**src/rtl/fifo_wr_ctrl.sv**
```systemverilog
// fifo_wr_ctrl: write-side controller of the async FIFO (write clock domain).
// Ports: clk, rst_n, winc, rptr_gray in; wclken, waddr, wptr_gray, wfull,
//        walmost_full, wlevel, woverflow out.
//        Optional sticky overflow flag: define FIFO_WR_OVERFLOW_EN.
module fifo_wr_ctrl #(
    parameter int FIFO_DEPTH   = 8,
    parameter int ADDR_WIDTH   = $clog2(FIFO_DEPTH),
    parameter int AFULL_THRESH = FIFO_DEPTH - 2,
    parameter int SYNC_STAGES  = 2
) (
    input  logic                  clk,
    input  logic                  rst_n,
    input  logic                  winc,
    input  logic [ADDR_WIDTH:0]   rptr_gray,
    output logic                  wclken,
    output logic [ADDR_WIDTH-1:0] waddr,
    output logic [ADDR_WIDTH:0]   wptr_gray,
    output logic                  wfull,
    output logic                  walmost_full,
    output logic [ADDR_WIDTH:0]   wlevel,
    output logic                  woverflow
);

    localparam int PW = ADDR_WIDTH + 1;
    localparam logic [PW-1:0] AFULL_L = PW'(AFULL_THRESH);

    logic [PW-1:0] wbin;
    logic [PW-1:0] wbin_next;
    logic [PW-1:0] wgray_next;
    logic [PW-1:0] level_next;
    logic [PW-1:0] sync_q [SYNC_STAGES];
    logic [PW-1:0] rq_gray;
    logic [PW-1:0] rq_bin;
    logic          full_next;

    // Enable depends only on registered full: no path from rptr_gray.
    assign wclken     = winc & ~wfull;
    assign waddr      = wbin[ADDR_WIDTH-1:0];
    assign wbin_next  = wbin + PW'(wclken);
    assign wgray_next = wbin_next ^ (wbin_next >> 1);
    assign rq_gray    = sync_q[SYNC_STAGES-1];

    // Gray to binary: each bit is the XOR of itself and all higher bits.
    always_comb begin
        rq_bin = '0;
        for (int i = 0; i < PW; i++) begin
            rq_bin[i] = ^(rq_gray >> i);
        end
    end

    // Full when the write pointer is one lap ahead of the read pointer.
    assign full_next  = (wgray_next ==
                         {~rq_gray[PW-1:PW-2], rq_gray[PW-3:0]});
    assign level_next = wbin_next - rq_bin;

    always_ff @(posedge clk or negedge rst_n) begin
        if (!rst_n) begin
            for (int i = 0; i < SYNC_STAGES; i++) begin
                sync_q[i] <= '0;
            end
        end else begin
            sync_q[0] <= rptr_gray;
            for (int i = 1; i < SYNC_STAGES; i++) begin
                sync_q[i] <= sync_q[i-1];
            end
        end
    end

    always_ff @(posedge clk or negedge rst_n) begin
        if (!rst_n) begin
            wbin         <= '0;
            wptr_gray    <= '0;
            wfull        <= 1'b0;
            walmost_full <= 1'b0;
            wlevel       <= '0;
        end else begin
            wbin         <= wbin_next;
            wptr_gray    <= wgray_next;
            wfull        <= full_next;
            walmost_full <= (level_next >= AFULL_L);
            wlevel       <= level_next;
        end
    end

`ifdef FIFO_WR_OVERFLOW_EN
    logic ovf_q;

    // Sticky: any dropped write is remembered until reset.
    always_ff @(posedge clk or negedge rst_n) begin
        if (!rst_n) begin
            ovf_q <= 1'b0;
        end else if (winc & wfull) begin
            ovf_q <= 1'b1;
        end
    end

    assign woverflow = ovf_q;
`else
    assign woverflow = 1'b0;
`endif

endmodule

```
**config.mk**
```make
export PLATFORM = sky130hd
export DESIGN_NAME = fifo_wr_ctrl
export DESIGN_NICKNAME = d
export VERILOG_FILES = /design/src/rtl/fifo_wr_ctrl.sv
export SDC_FILE = /design/constraint.sdc
export NUM_CORES = 1
export LEC_CHECK = 0
export ABC_AREA = 1
export ABC_CLOCK_PERIOD_IN_PS = 3350
export BUFFER_PORTS_ARGS = -buffer_cell sky130_fd_sc_hd__buf_2
export CAP_MARGIN = 10
export CORE_ASPECT_RATIO = 1.5
export CORE_UTILIZATION = 35
export DETAILED_ROUTE_END_ITERATION = 12
export PLACE_DENSITY = 0.54
export SYNTH_ARGS = -nofsm -noshare
export SYNTH_HDL_FRONTEND = slang
export SYNTH_SLANG_ARGS = --single-unit
```
**constraint.sdc**
```tcl
create_clock -name clk -period 3.35 [get_ports clk]
set_clock_uncertainty 0.15 [all_clocks]
set_input_delay 1.005 -clock clk [delete_from_list [all_inputs] [get_ports clk]]
set_output_delay 1.005 -clock clk [all_outputs]
set_load 0.005 [all_outputs]
```
**Word level (Yosys, flattened, before mapping)**

Index checks and enable logic that the tools add are counted.

- Word-level logic and storage cells: 19
- Bits of input ports: 7
- Register bits after elaboration: 22

- Magnitude comparators: 1
- Equal/unequal tests: 1
- $add $sub $neg: 2
- Bitwise operators: 4
- Reduce and logical (&&, ||, !) cells: 4

Operator list:

| cell | count |
|---|---|
| $reduce_xor A4 Y1 | 4 |
| $add A4 B1 Y4 | 1 |
| $eq A4 B4 Y1 | 1 |
| $ge A4 B3 Y1 const B | 1 |
| $sub A4 B4 Y4 | 1 |
| $xor A4 B3 Y4 | 1 |
| $not A2 Y2 | 1 |
| $and A1 B1 Y1 | 1 |
| $not A1 Y1 | 1 |

**Depth between registers and ports, before layout**

Gate-level depths: netlist of run 1.

- Word-level depth: 5
- Depth in mapped cells: 12

**Worst setup path before layout of run 1**

Ideal clock, no wire load.

- Path type: input -> register
- Start: in winc
- End: reg walmost_full
- Stages on the path: 12
- Library setup time: 125 ps
- Data arrival time: 2416 ps
- Slack: 658 ps
- Cells stage by stage: inv_1 > nor2_1 > ha_1 > ha_1 > inv_1 > nand2_1 > nand2_1 > ha_1 > a21oi_1 > inv_1 > nand2_1 > nand3_1

- Cells in the longest elaborated chain, start to end: 4

Ends and longest elaborated chain:

| element | line | text |
|---|---|---|
| from (decl) | 13 | `input logic winc,` |
| $and A1 B1 Y1 | 37 | `assign wclken = winc & ~wfull;` |
| via wclken | 15 | `output logic wclken,` |
| $add A4 B1 Y4 | 39 | `assign wbin_next = wbin + PW'(wclken);` |
| via wbin_next[2] | 28 | `logic [PW-1:0] wbin_next;` |
| $sub A4 B4 Y4 | 54 | `assign level_next = wbin_next - rq_bin;` |
| $ge A4 B3 Y1 | 80 | `walmost_full <= (level_next >= AFULL_L);` |
| to (signal assigned) | 80 |  |
| to (decl) | 19 | `output logic walmost_full,` |

The timed path passes the listed nets, and every way through them passes these cells.

**Worst setup path in the final report of run 1**

- Start: in winc
- End: reg walmost_full

- Cells in the longest elaborated chain, start to end: 4

Ends and longest elaborated chain:

| element | line |
|---|---|
| $and A1 B1 Y1 | 37 |
| $add A4 B1 Y4 | 39 |
| via wbin_next[2] | 28 |
| $sub A4 B4 Y4 | 54 |
| $ge A4 B3 Y1 | 80 |

The timed path passes the listed nets, and every way through them passes these cells.

==> impl_metrics.csv, run 1 <==
group,metric,value,unit
outcome,status,"finished with violations",
outcome,violations,"DRC",
detailed_routing,initialDrtViolationCount,7,
finish,multi_input_area,320,µm²
power,netSwitchingFraction,0.406,
power,seqPwrFrac,0.374,
synthesis,yosysTopAreaCell,"dfrtp_1",
synthesis,ys_ff_latch,21,
setup_path,cp_cell_sequence,"buf_2 -> inv_1 -> nor2_1 -> ha_1 -> ha_1 -> inv_1 -> nand2_1 -> nand2_1 -> ha_1 -> a21oi_1 -> inv_1 -> nand2_1 -> nand3_1",
detailed_routing,drtAntennaViolNets,0,
setup_path,slowest_stage,"ha_1",
detailed_routing,num_vias,645,
flow_run,maxCapViolations,0,
finish,drive_above_1_share,0.230,
setup_path,r2r-end,"walmost_full",
sta,worst_hold_slack,0.212,ns
sta,min_period,2.58,ns
power,power_frac_clock,0.120,
setup_path,path_delay_family,"adder cells",
sta,worst_slack,0.768,ns
hold_path,min_to,"rq_gray[0]",
detailed_routing,drc,1,
clocking,clockBufferDepth,2,
synthesis,yosysWarnings,0,
floorplan,core_area,2450,µm²
finish,seqCellArea,526,µm²
setup_path,critPathLaunchType,"input pin",
detailed_routing,drtPass1Iterations,7,
grt,grt_max_degree,22,
hold_path,hold_path.class,"flop to flop",
clocking,numClockSinks,21,
power,power.density,951,nW/µm²
grt,grt_pass1_vias,626,
finish,layout.filler_cells,248,
place,detailed_place_hpwl,1.18,mm
setup_path,r2r_cells,11,
detailed_routing,viasPerCell,4.71,
power,irDropWorstVdd,0.000344,V
hold_path,min_from,"sync_q[4]",
setup_path,end_kind,"flop",
synthesis,syn-cell-area,913,µm²
power,combPwrFrac,0.506,
power,p_leak,0.603,nW
setup_path,worstPathRequired,3.40,ns
clocking,cts_resized,0,
synthesis,syn_inst,90,
sta,max_freq,387,MHz
finish,layout.nets,127,
setup_path,worstReg2RegStart,"wfull",
grt,grt_first_pass_wirelength,2.59,mm
sta,setup_viol,0,
grt,grt_usage,0.127,
clocking,cts_root_buf,"clkbuf_4",
synthesis,ys_top_cells_by_area,"dfrtp_1, nand2_1, ha_1, nand3_1, inv_1",
setup_path,critPathArrivalTime,2.63,ns
setup_path,regToRegSetupSlack,1.16,ns
detailed_routing,totalWireLength,1.54,mm
synthesis,synth_area_per_cell,10.1,µm²
clocking,clock_latency,0.30,ns
clocking,cts_made_buffers,3,
sta,final-max-slew-violation-count,0,
floorplan,start_util,0.373,
clocking,htreeDepth,1,
sta,post-route-period-util,0.771,
hold_path,hold_depth,0,
place,numPortBuffers,20,
synthesis,synth_seq_area_share,0.575,
floorplan,die_w,43.7,µm
floorplan,die_area,2820,µm²
grt,grt_overflow_total,0,
sta,rsz0062_at_grt,"no",
setup_path,cp_slowest_stage_delay,0.34,ns
sta,finalSetupTns,0,ns
sta,hold_violations,0,
finish,areaGrowthSynthToFinish,16.3,%
clocking,post_cts_buffers,0,
place,gp_congestion,0.733,
power,intPower,0.000600,W
synthesis,synth_nets,103,
clocking,cts_tree,"built",
clocking,clkTransAtPathRegs,0.12,ns
power,switchingPower,0.000410,W
place,pre_cts_ws,0.426,ns
finish,num_antenna_cells,0,
setup_path,worst-path-max-fanout,4,
finish,fin_util,0.434,
floorplan,chipHeight,64.6,µm
floorplan,io_pins,22,
synthesis,synth_top_area_frac,0.575,
detailed_routing,wire_per_inst,11.2,µm
setup_path,crit_type,"input pin to flop",
clocking,ctsHoldBuffers,0,
synthesis,yosysUniqueCellTypes,17,
floorplan,num_rows,22,
grt,antenna_found_initial,0,
setup_path,path_buf_inv,4,
## per-stage QoR
stage | instances | cell area, µm² | total power [W]
after global placement | 133 | 1040 | 0.000895
after detailed placement | 133 | 1040 | 0.000902
after global routing | 137 | 1060 | 0.00112
after CTS | 137 | 1060 | 0.00103
after floorplan | 90 | 913 | 0.000735
final | 137 | 1060 | 0.00101
## synthesized netlist by cell type
master / instances
nand2_1: 22
dfrtp_1: 21
inv_1: 16
nand3_1: 12
ha_1: 5
nor2_1: 2
xor2_1: 2
a21oi_1: 1
buf_4: 1
conb_1: 1
fa_1: 1
nand2_2: 1
nand4_1: 1
o21bai_1: 1
xnor2_1: 1
xnor2_2: 1
xor2_2: 1
## worst max path at each step
stage	end	slack (ns)	from	cells after the start
final	walmost_full	0.77	winc	13
after global routing	walmost_full	0.54	winc	13
after CTS	walmost_full	0.75	winc	13
after detailed placement	walmost_full	0.43	winc	13
after global placement	walmost_full	0.46	winc	13
after floorplan	walmost_full	0.66	winc	12
## cells in the final DEF, fill, tap and decap left out, drive strengths merged
cell,netlist,layout
nand2,23,23
dfrtp,21,21
buf,1,20
inv,16,16
nand3,12,12
ha,5,5
clkbuf,0,4
xor2,3,3
nor2,2,2
xnor2,2,2
nand4,1,1
o21bai,1,1
a21oi,1,1
fa,1,1
conb,1,1
## registers in the layout, summed over array words and instances, names as in the netlist
register / count
rq_gray: 4
wfull: 1
wlevel: 4
wptr_gray: 3
wbin: 4
walmost_full: 1
sync_q: 4
## kinds of logic after synthesis
| group | after synthesis | share of synthesized area |
|---|---|---|
| buffers and inverters | 17 | 0.0740 |
| AO/OA/AOI/OAI | 2 | 0.0137 |
| XOR/XNOR | 5 | 0.0644 |
| AND/OR/NAND/NOR | 38 | 0.178 |
| adder cells (fa/ha/maj) | 6 | 0.0904 |
| flip-flops | 21 | 0.575 |
| other | 1 | 0.00411 |
## power by group through the flow
stage	logic (W)	registers (W)	clock network, W
CTS	0.000522	0.000380	0.000127
finish	0.000511	0.000378	0.000122
detailed placement	0.000517	0.000385	0
global route	0.000597	0.000394	0.000130
floorplan	0.000339	0.000396	0
global placement	0.000513	0.000383	0
## cell type report
type | count | share of cell area
Clock buffer | 4 | 0.0247
Timing Repair Buffer | 20 | 0.0942
Sequential cell | 21 | 0.495
Multi-Input combinational cell | 52 | 0.302
Tap cell | 24 | 0.0283
Inverter | 16 | 0.0565
## metal layers
| layer | global-route usage | vias to the layer above | wire length [µm] |
|---|---|---|---|
| met5 | 0 | - | 0 |
| met4 | 0.0820 | 0 | 43 |
| met3 | 0.0167 | 5 | 50 |
| met2 | 0.241 | 13 | 868 |
| met1 | 0.120 | 309 | 578 |
| li1 | - | 318 | - |
(Power assumes the default switching activity.)
==> run 2, diff against run 1 <==
- ABC_CLOCK_PERIOD_IN_PS: 3350 -> 2200
- PLACE_DENSITY: 0.54 -> 0.56
- clock period: 3.35 -> 2.2 ns (I/O delays scaled with it)
==> impl_metrics.csv, run 2 (synthesis gave the netlist of run 1 again) <==
group,metric,value,unit
setup_path,path_delay_family,"adder cells",
clocking,cts_made_buffers,3,
clocking,clkTransAtPathRegs,0.11,ns
finish,final_common_cell,"nand2_1",
floorplan,die_area,2820,µm²
setup_path,regToRegSetupSlack,0.02,ns
setup_path,path_buf_inv,1,
setup_path,slowest_stage,"fa_2",
detailed_routing,initialDrtViolationCount,16,
detailed_routing,totalWireLength,1.54,mm
clocking,clock_latency,0.30,ns
grt,grt_max_degree,22,
place,numPortBuffers,20,
flow_run,maxCapViolations,0,
finish,num_antenna_cells,0,
place,gp_congestion,0.730,
setup_path,worst-path-max-fanout,2,
power,irDropWorstVdd,0.000709,V
finish,layout.nets,138,
grt,antenna_found_initial,0,
floorplan,num_rows,22,
setup_path,critPathLaunchType,"flop",
detailed_routing,drc,1,
sta,min_period,2.18,ns
finish,drive_above_1_share,0.395,
detailed_routing,viasPerCell,4.65,
floorplan,chipHeight,64.6,µm
grt,grt_first_pass_wirelength,2.68,mm
setup_path,cp_cell_sequence,"xnor2_2 -> xor2_2 -> xor2_2 -> ha_4 -> fa_2 -> inv_2 -> nand2_1 -> nand3_1",
finish,areaGrowthSynthToFinish,33.7,%
floorplan,io_pins,22,
outcome,status,"finished with violations",
finish,layout.filler_cells,228,
setup_path,crit_type,"flop to flop",
sta,worst_slack,0.0250,ns
power,p_leak,0.658,nW
setup_path,critPathArrivalTime,2.22,ns
setup_path,cp_slowest_stage_delay,0.53,ns
clocking,numClockSinks,21,
sta,max_freq,460,MHz
place,placed_cells,142,
clocking,clockBufferDepth,2,
floorplan,core_area,2450,µm²
sta,final-max-slew-violation-count,0,
clocking,htreeDepth,1,
grt,grt_usage,0.131,
place,pre_cts_ws,-0.144,ns
detailed_routing,drtPass1Iterations,8,
grt,grt_overflow_total,0,
power,power.density,1500,nW/µm²
sta,post-route-period-util,0.989,
hold_path,hold_path.class,"input pin to async pin",
sta,rsz0062_at_grt,"yes",
clocking,cts_root_buf,"clkbuf_4",
detailed_routing,num_vias,688,
setup_path,crit_top_cell,"xor2_2",
clocking,cts_tree,"built",
outcome,violations,"DRC",
floorplan,start_util,0.373,
detailed_routing,wire_per_inst,10.4,µm
setup_path,worstPathRequired,2.25,ns
place,detailed_place_hpwl,1.22,mm
finish,fin_cells,148,
power,p_total,0.00183,W
detailed_routing,drtAntennaViolNets,0,
finish,final_cell_mix,"nand2_1, dfrtp_1, buf_2, inv_1, nand3_1",
setup_path,end_kind,"flop",
sta,setup_viol,0,
sta,hold_violations,0,
grt,grt_pass1_vias,690,
floorplan,die_w,43.7,µm
-- run 2: cell types whose count changed in the layout (fill, tap and decap cells not counted), moves of 2 or more --
cell	before	now
buf_4	0	11
inv_2	0	2
inv_1	16	13
ha_4	0	4
ha_1	5	1
-- run 2: worst register-to-register path, delay by kind of cell, from the launching register on --
| kind | cells | cell delay, ns |
|---|---|---|
| and+or+nand+nor | 2 | 0.12 |
| DFF | 1 | 0.43 |
| xor gates and xnor gates | 3 | 0.63 |
| adders and majority gates | 2 | 0.70 |
| buffers and inverters | 1 | 0.04 |
-- run 2: metrics by stage --
step                      utilization  hold WS, ns  cell area [µm²]  TNS, ns
after floorplan                     -        0.181              975        0
after global placement          0.475        0.186             1160   -0.333
after detailed placement        0.475        0.185             1160   -0.407
after CTS                       0.489        0.154             1200        0
after global routing            0.498        0.175             1220   -0.120
final                           0.498        0.145             1220        0
-- run 2: cell type report --
type | instances | area (µm²) | share of cell area
flip-flops and latches | 21 | 526 | 0.430
multi-input cells | 52 | 394 | 0.323
repair buffers | 31 | 183 | 0.150
inverters | 16 | 62.6 | 0.0512
well taps | 24 | 30.0 | 0.0246
clock buffers | 4 | 26.3 | 0.0215
-- run 2: repair_timing --
action	CTS	global route
buffers inserted	1	1
hold buffers	0	0
pin swaps	1	4
endpoints found under the setup margin	2	2
hold endpoints to repair	0	0
resized for setup	0	2
-- run 2: path summary, 6_finish.rpt --
kind | from | end | depth (start not counted)
max | rq_gray[3] | walmost_full | 8
min | rst_n | sync_q[7] | 1
max reg2reg | rq_gray[3] | walmost_full | 8
min reg2reg | sync_q[6] | rq_gray[2] | 0
max in group asynchronous | rst_n | wptr_gray[0] | 1
min in group clk | sync_q[6] | rq_gray[2] | 0
-- run 2: power by group --
| group | total [W] | leakage, nW | internal, W | switching (W) |
|---|---|---|---|---|
| Clock | 0.000183 | 0.0150 | 0.0000707 | 0.000112 |
| Sequential | 0.000585 | 0.249 | 0.000522 | 0.0000629 |
| Combinational | 0.00106 | 0.395 | 0.000530 | 0.000532 |
| Total | 0.00183 | 0.658 | 0.00112 | 0.000707 |
-- run 2: per-layer routing --
layer / global-route usage / routed length [µm]
met5: 0 / 0
met4: 0.0820 / 34
met3: 0.0167 / 47
met2: 0.239 / 877
met1: 0.134 / 579
